$ cat src/rtl/param_register_bank.sv
// param_register_bank: NREG x WIDTH register file with single-cycle load/arithmetic
// operations and multi-cycle one-bit-per-edge shifts (LSL, LSR, ASR, optional ROL).
// Optional feature macro: REGBANK_ROTATE_EN enables code 1011 as rotate-left;
// without it, 1011 is a reserved no-op and no rotate path is built.
module param_register_bank #(
    parameter int unsigned WIDTH = 32,
    parameter int unsigned NREG  = 4
) (
    input  logic                     Clock,
    input  logic                     Reset,
    input  logic [WIDTH-1:0]         I,
    input  logic [3:0]               FunSel,
    input  logic [NREG-1:0]          RegSel,
    input  logic                     Start,
    input  logic [$clog2(WIDTH)-1:0] ShAmt,
    input  logic [$clog2(NREG)-1:0]  OutASel,
    input  logic [$clog2(NREG)-1:0]  OutBSel,
    output logic [WIDTH-1:0]         OutA,
    output logic [WIDTH-1:0]         OutB,
    output logic                     Busy,
    output logic                     Done
);

    localparam int unsigned SW = $clog2(WIDTH);
    localparam int unsigned RW = $clog2(NREG);

    typedef enum logic [0:0] {StIdle, StShift} state_e;

    state_e            state_q;
    logic [SW-1:0]     cnt_q;
    logic [1:0]        fun_q;
    logic [NREG-1:0]   sel_q;
    logic              busy_q;
    logic              done_q;

    logic [WIDTH-1:0]  regs_q [NREG];
    logic [WIDTH-1:0]  regs_d [NREG];

    logic              accept;
    logic              shift_code;
    logic              enter_shift;

    // Single-cycle operations, indexed by the low three bits of a 0xxx code.
    function automatic logic [WIDTH-1:0] load_op(input logic [2:0]       f,
                                                 input logic [WIDTH-1:0] q,
                                                 input logic [WIDTH-1:0] d);
        logic [WIDTH-1:0] r;
        r = q;
        unique case (f)
            3'b000: r = q - WIDTH'(1);
            3'b001: r = q + WIDTH'(1);
            3'b010: r = d;
            3'b011: r = '0;
            3'b100: r = {{(WIDTH-8){1'b0}}, d[7:0]};
            3'b101: r = {{(WIDTH-16){1'b0}}, d[15:0]};
            3'b110: r = {q[WIDTH-9:0], d[7:0]};
            3'b111: r = {{(WIDTH-16){d[15]}}, d[15:0]};
            default: r = q;
        endcase
        return r;
    endfunction

    // One-bit shift step for the latched shift code.
    function automatic logic [WIDTH-1:0] shift_one(input logic [1:0]       f,
                                                   input logic [WIDTH-1:0] q);
        logic [WIDTH-1:0] r;
        r = q;
        unique case (f)
            2'b00: r = {q[WIDTH-2:0], 1'b0};
            2'b01: r = {1'b0, q[WIDTH-1:1]};
            2'b10: r = {q[WIDTH-1], q[WIDTH-1:1]};
`ifdef REGBANK_ROTATE_EN
            2'b11: r = {q[WIDTH-2:0], q[WIDTH-1]};
`else
            2'b11: r = q;
`endif
            default: r = q;
        endcase
        return r;
    endfunction

`ifdef REGBANK_ROTATE_EN
    assign shift_code = (FunSel[3:2] == 2'b10);
`else
    assign shift_code = (FunSel[3:2] == 2'b10) && (FunSel[1:0] != 2'b11);
`endif

    assign accept      = Start && !busy_q;
    assign enter_shift = accept && shift_code && (ShAmt != '0);

    // Next register values: single-cycle ops on accept, one shift step per SHIFT edge.
    always_comb begin
        for (int k = 0; k < NREG; k++) begin
            regs_d[k] = regs_q[k];
            if (state_q == StIdle) begin
                if (accept && !FunSel[3] && RegSel[k]) begin
                    regs_d[k] = load_op(FunSel[2:0], regs_q[k], I);
                end
            end else if (sel_q[k]) begin
                regs_d[k] = shift_one(fun_q, regs_q[k]);
            end
        end
    end

    // Register file storage.
    always_ff @(posedge Clock or negedge Reset) begin
        if (!Reset) begin
            for (int k = 0; k < NREG; k++) begin
                regs_q[k] <= '0;
            end
        end else begin
            for (int k = 0; k < NREG; k++) begin
                regs_q[k] <= regs_d[k];
            end
        end
    end

    // Command FSM with registered Busy/Done; shift operands are latched on entry.
    always_ff @(posedge Clock or negedge Reset) begin
        if (!Reset) begin
            state_q <= StIdle;
            cnt_q   <= '0;
            fun_q   <= '0;
            sel_q   <= '0;
            busy_q  <= 1'b0;
            done_q  <= 1'b0;
        end else begin
            done_q <= 1'b0;
            unique case (state_q)
                StIdle: begin
                    if (enter_shift) begin
                        state_q <= StShift;
                        cnt_q   <= ShAmt;
                        fun_q   <= FunSel[1:0];
                        sel_q   <= RegSel;
                        busy_q  <= 1'b1;
                    end else if (accept) begin
                        done_q  <= 1'b1;
                    end
                end
                StShift: begin
                    if (cnt_q == SW'(1)) begin
                        state_q <= StIdle;
                        cnt_q   <= '0;
                        busy_q  <= 1'b0;
                        done_q  <= 1'b1;
                    end else begin
                        cnt_q   <= cnt_q - SW'(1);
                    end
                end
                default: begin
                    state_q <= StIdle;
                    busy_q  <= 1'b0;
                end
            endcase
        end
    end

    // Combinational read ports; selects beyond the last register read zero.
    always_comb begin
        OutA = '0;
        OutB = '0;
        for (int k = 0; k < NREG; k++) begin
            if (OutASel == RW'(k)) OutA = regs_q[k];
            if (OutBSel == RW'(k)) OutB = regs_q[k];
        end
    end

    assign Busy = busy_q;
    assign Done = done_q;

endmodule

$ cat config.mk
export PLATFORM = sky130hd
export DESIGN_NAME = param_register_bank
export DESIGN_NICKNAME = d
export VERILOG_FILES = /design/src/rtl/param_register_bank.sv
export SDC_FILE = /design/constraint.sdc
export NUM_CORES = 1
export LEC_CHECK = 0
export CAP_MARGIN = 0
export CELL_PAD_IN_SITES_DETAIL_PLACEMENT = 1
export CELL_PAD_IN_SITES_GLOBAL_PLACEMENT = 2
export CORE_MARGIN = 4
export CORE_UTILIZATION = 37
export DETAILED_ROUTE_END_ITERATION = 12
export PLACE_DENSITY_LB_ADDON = 0.1
export SLEW_MARGIN = 15
export SYNTH_ARGS = -nofsm -noshare
export SYNTH_HDL_FRONTEND = slang
export SYNTH_SLANG_ARGS = --single-unit
$ cat constraint.sdc
create_clock -name Clock -period 3.9 [get_ports Clock]
set_clock_uncertainty 0.05 [all_clocks]
set_input_delay 0.78 -clock Clock [delete_from_list [all_inputs] [get_ports Clock]]
set_output_delay 0.78 -clock Clock [all_outputs]
set_load 0.02 [all_outputs]
==> metrics.md <==
| Metric | Value |
|---|---|
| Outcome | completed |
| DIE AREA | 0.0489 mm² |
| Seq/Total Area, Yosys | 21.2% |
| Critical Path Fanout Max | 6 |
| Critical R2R Launch | regs_q[33] |
| First-pass GRT wire length | 127 mm |
| Flop2flop setup slack | 570 ps |
| Peak VDD IR | 0.522 mV |
| Endpoints failing hold | 0 |
| Inserted Clock Buffers | 17 |
| Dominant cell by count in the synthesized netlist | a21oi_1 |
| Slowest CP cell | or4b_1 |
| CP Capture Type | flip-flop |
| Slew @ Worst Pin | 973 ps |
| DR vias | 19,600 |
| DRC | 0 |
| Final hold slack | 268 ps |
| Yosys warns | 0 |
| Post-DRT Antenna Nets | 0 |
| Fraction of registers with async set or reset after synthesis | 100% |
| Die Y | 221 µm |
| Clock Path Buffers | 2 |
| Fill count | 5,269 |
| Nets | 2,610 |
| Num Clock Sinks | 142 |
| Pleak | 9.22 nW |
| Clk pin slew, worst setup/hold paths | 70 ps |
| Pre-antenna DRT Iters | 6 |
| Max-slew violation count | 0 |
| Slowest cell delay on critical path | 480 ps |
| Seq cells post-synth | 142 |
| Max cap viols | 0 |
| Global route total overflow | 0 |
| Share of the synthesized area in the top cell type | 21.2% |
| FF-to-FF End | regs_q[62] |
| Routed wire length | 83.3 mm |
| DRT iter0 DRCs | 2,124 |
| Vias in the first global route | 20,200 |
| Die width | 221 µm |
| Main flop type after synthesis | dfrtp_1 |
| Syn Inst Count | 2,032 |
| Initial antenna violation count | 1 |
| Root Buffer | clkbuf_16 |
| Worst hold path type | input port to async pin |
| Critical Path AT | 4100 ps |
| Slew headroom | 34.9% |
| Final Wtd Congestion | 0.969 |
| Final setup viols | 0 |
| Clk_lat worst skew | 470 ps |
| DPL Wire Length | 61.6 mm |
| Mapped Nets | 2,225 |
| Setup WS post-layout | 159 ps |
| R2R depth | 14 |
| Core area | 0.0445 mm² |
| Fin Setup TNS | 0 ps |
| Routed length per instance | 27.6 µm |
| Count of different cell masters after synthesis | 83 |
| IO Count | 118 |
| Pin count of the biggest net entering global routing | 108 |
| Fmax | 267 MHz |
| Power density cells | 1020 mW/mm² |
| Post-Synthesis Cell Area | 0.0168 mm² |
| Total power draw | 23.0 mW |
| Commonest cells in the synthesized netlist | a21oi_1, nand2_1, o21ai_0 |
| Rows | 77 |
| Area growth, synth to finish | 34.6% |
| Crit path launch type | input port |
| Avg Inst Size Synth | 8.27 µm² |
| Fin crit share | 95.9% |
| Dominant cell type by area after synthesis | dfrtp_1 |
| Req. time, crit path | 4260 ps |
| Initial core utilization | 37.7% |
| Post-synth EDFFs | 0 |
| IO buf count | 117 |
| Final min period | 3740 ps |
| Vias per inst | 6.47 |
| H-Tree Depth | 4 |
| Synth top area cells | dfrtp_1, ha_1, mux4_2, a21oi_1, o21ai_0 |
| CTS tree | done |
| Pre-CTS WS | -551 ps |
| Hold Buf Count CTS | 0 |
| CP Class | input port to flip-flop |
| Crit-path cells | dlymetal6s2s_1 > nor2_4 > nand2_8 > buf_12 > buf_4 > ha_4 > a21oi_1 > o21ai_0 > a22oi_2 > o311ai_4 > o31ai_4 > buf_4 > o31ai_4 > a21oi_2 > or4b_1 > a31oi_1 > o22a_1 |
| RSZ-0062 raised after global routing | false |
| Layout cell share with drive strength beyond 1 | 25.0% |
| Total track usage | 32.9% |
[critical path, delay by kind of cell]
family | cells | cell delay, ps
AO/OA/AOI/OAI | 9 | 1570
AND/OR/NAND/NOR | 3 | 770
buffers and inverters | 4 | 680
adder cells (fa/ha/maj) | 1 | 280
[cells in the final DEF (no fill, tap or decap), types with 18 or more instances in the layout]
cell,instances
a21oi_1,240
mux4_2,62
o21ai_1,21
nor2_1,152
nand2_1,176
a221o_1,19
ha_1,97
o21a_1,19
xnor2_1,62
a222oi_1,42
a21o_1,69
buf_4,379
o21ai_0,149
xor2_1,49
o22ai_1,24
nand4_1,21
a221oi_1,60
nand3_1,37
a31oi_1,35
inv_1,35
clkdlybuf4s50_1,109
dfrtp_1,141
nor2b_1,28
a211oi_1,18
ha_4,38
o221ai_1,21
[per-layer routing]
| layer | vias up | global-route usage (%) | wire length (µm) |
|---|---|---|---|
| met5 | - | 0 | 0 |
| met4 | 0 | 16.0 | 4610 |
| met3 | 218 | 5.95 | 6580 |
| met2 | 949 | 52.7 | 37900 |
| met1 | 9707 | 43.1 | 34200 |
| li1 | 8697 | - | - |
[registers in the layout, summed over array words and instances, names as in the netlist]
name	cells
Busy	1
Done	1
cnt_q	5
fun_q	2
regs_q	128
sel_q	4
state_q	1
[repair_timing]
| item | in CTS | in global routing |
|---|---|---|
| pin swaps | 1 | 15 |
| endpoints found under the setup margin | 6 | 48 |
| gates resized for setup | 4 | 23 |
| setup buffers | 0 | 6 |
[cell type report]
type / instances / area (µm²) / share of cell area [%]
Clock inverter: 12 / 160 / 0.709
Clock buffer: 20 / 457 / 2.02
Multi-Input combinational cell: 1707 / 13200 / 58.6
Timing Repair Buffer: 512 / 4300 / 19.0
Inverter: 37 / 141 / 0.625
Antenna cell: 1 / 2.50 / 0.0111
Sequential cell: 142 / 3550 / 15.7
Tap cell: 592 / 741 / 3.28
[worst max-delay path by stage]
| stage | start | endpoint | slack [ps] | cells after the start |
|---|---|---|---|---|
| floorplan | FunSel[2] | regs_q[61] | -510 | 16 |
| global placement | FunSel[1] | regs_q[59] | -490 | 15 |
| detailed placement | FunSel[1] | regs_q[125] | -550 | 16 |
| CTS | FunSel[1] | regs_q[125] | 6 | 16 |
| global route | FunSel[1] | regs_q[62] | 40 | 19 |
| finish | FunSel[1] | regs_q[61] | 160 | 17 |
[power by group]
part	switching (mW)	leakage (nW)	internal (mW)
clock network	0.783	0.289	1.04
logic	8.87	7.27	8.13
registers	1.96	1.66	2.21
total	11.6	9.22	11.4
[per-stage QoR]
step,area (µm²),std cells,util (%)
finish,22600,3023,50.8
global route,22600,3022,50.8
CTS,22500,3016,50.5
detailed placement,21800,2984,49.0
global placement,21800,2984,49.0
floorplan,17500,2032,-
[kinds of logic (layout without fill, tap and decap cells)]
family / Yosys count / count (layout) / share of synthesized area [%]
compound gates: 875 / 875 / 35.2
xor+xnor: 111 / 111 / 5.79
fa+ha+maj: 141 / 141 / 10.7
buf+inv: 183 / 581 / 4.09
flops: 142 / 142 / 21.2
mux: 78 / 78 / 9.52
other cells: 0 / 1 / 0
simple gates: 502 / 502 / 13.6
No activity file was read; power rests on OpenSTA's default activity.
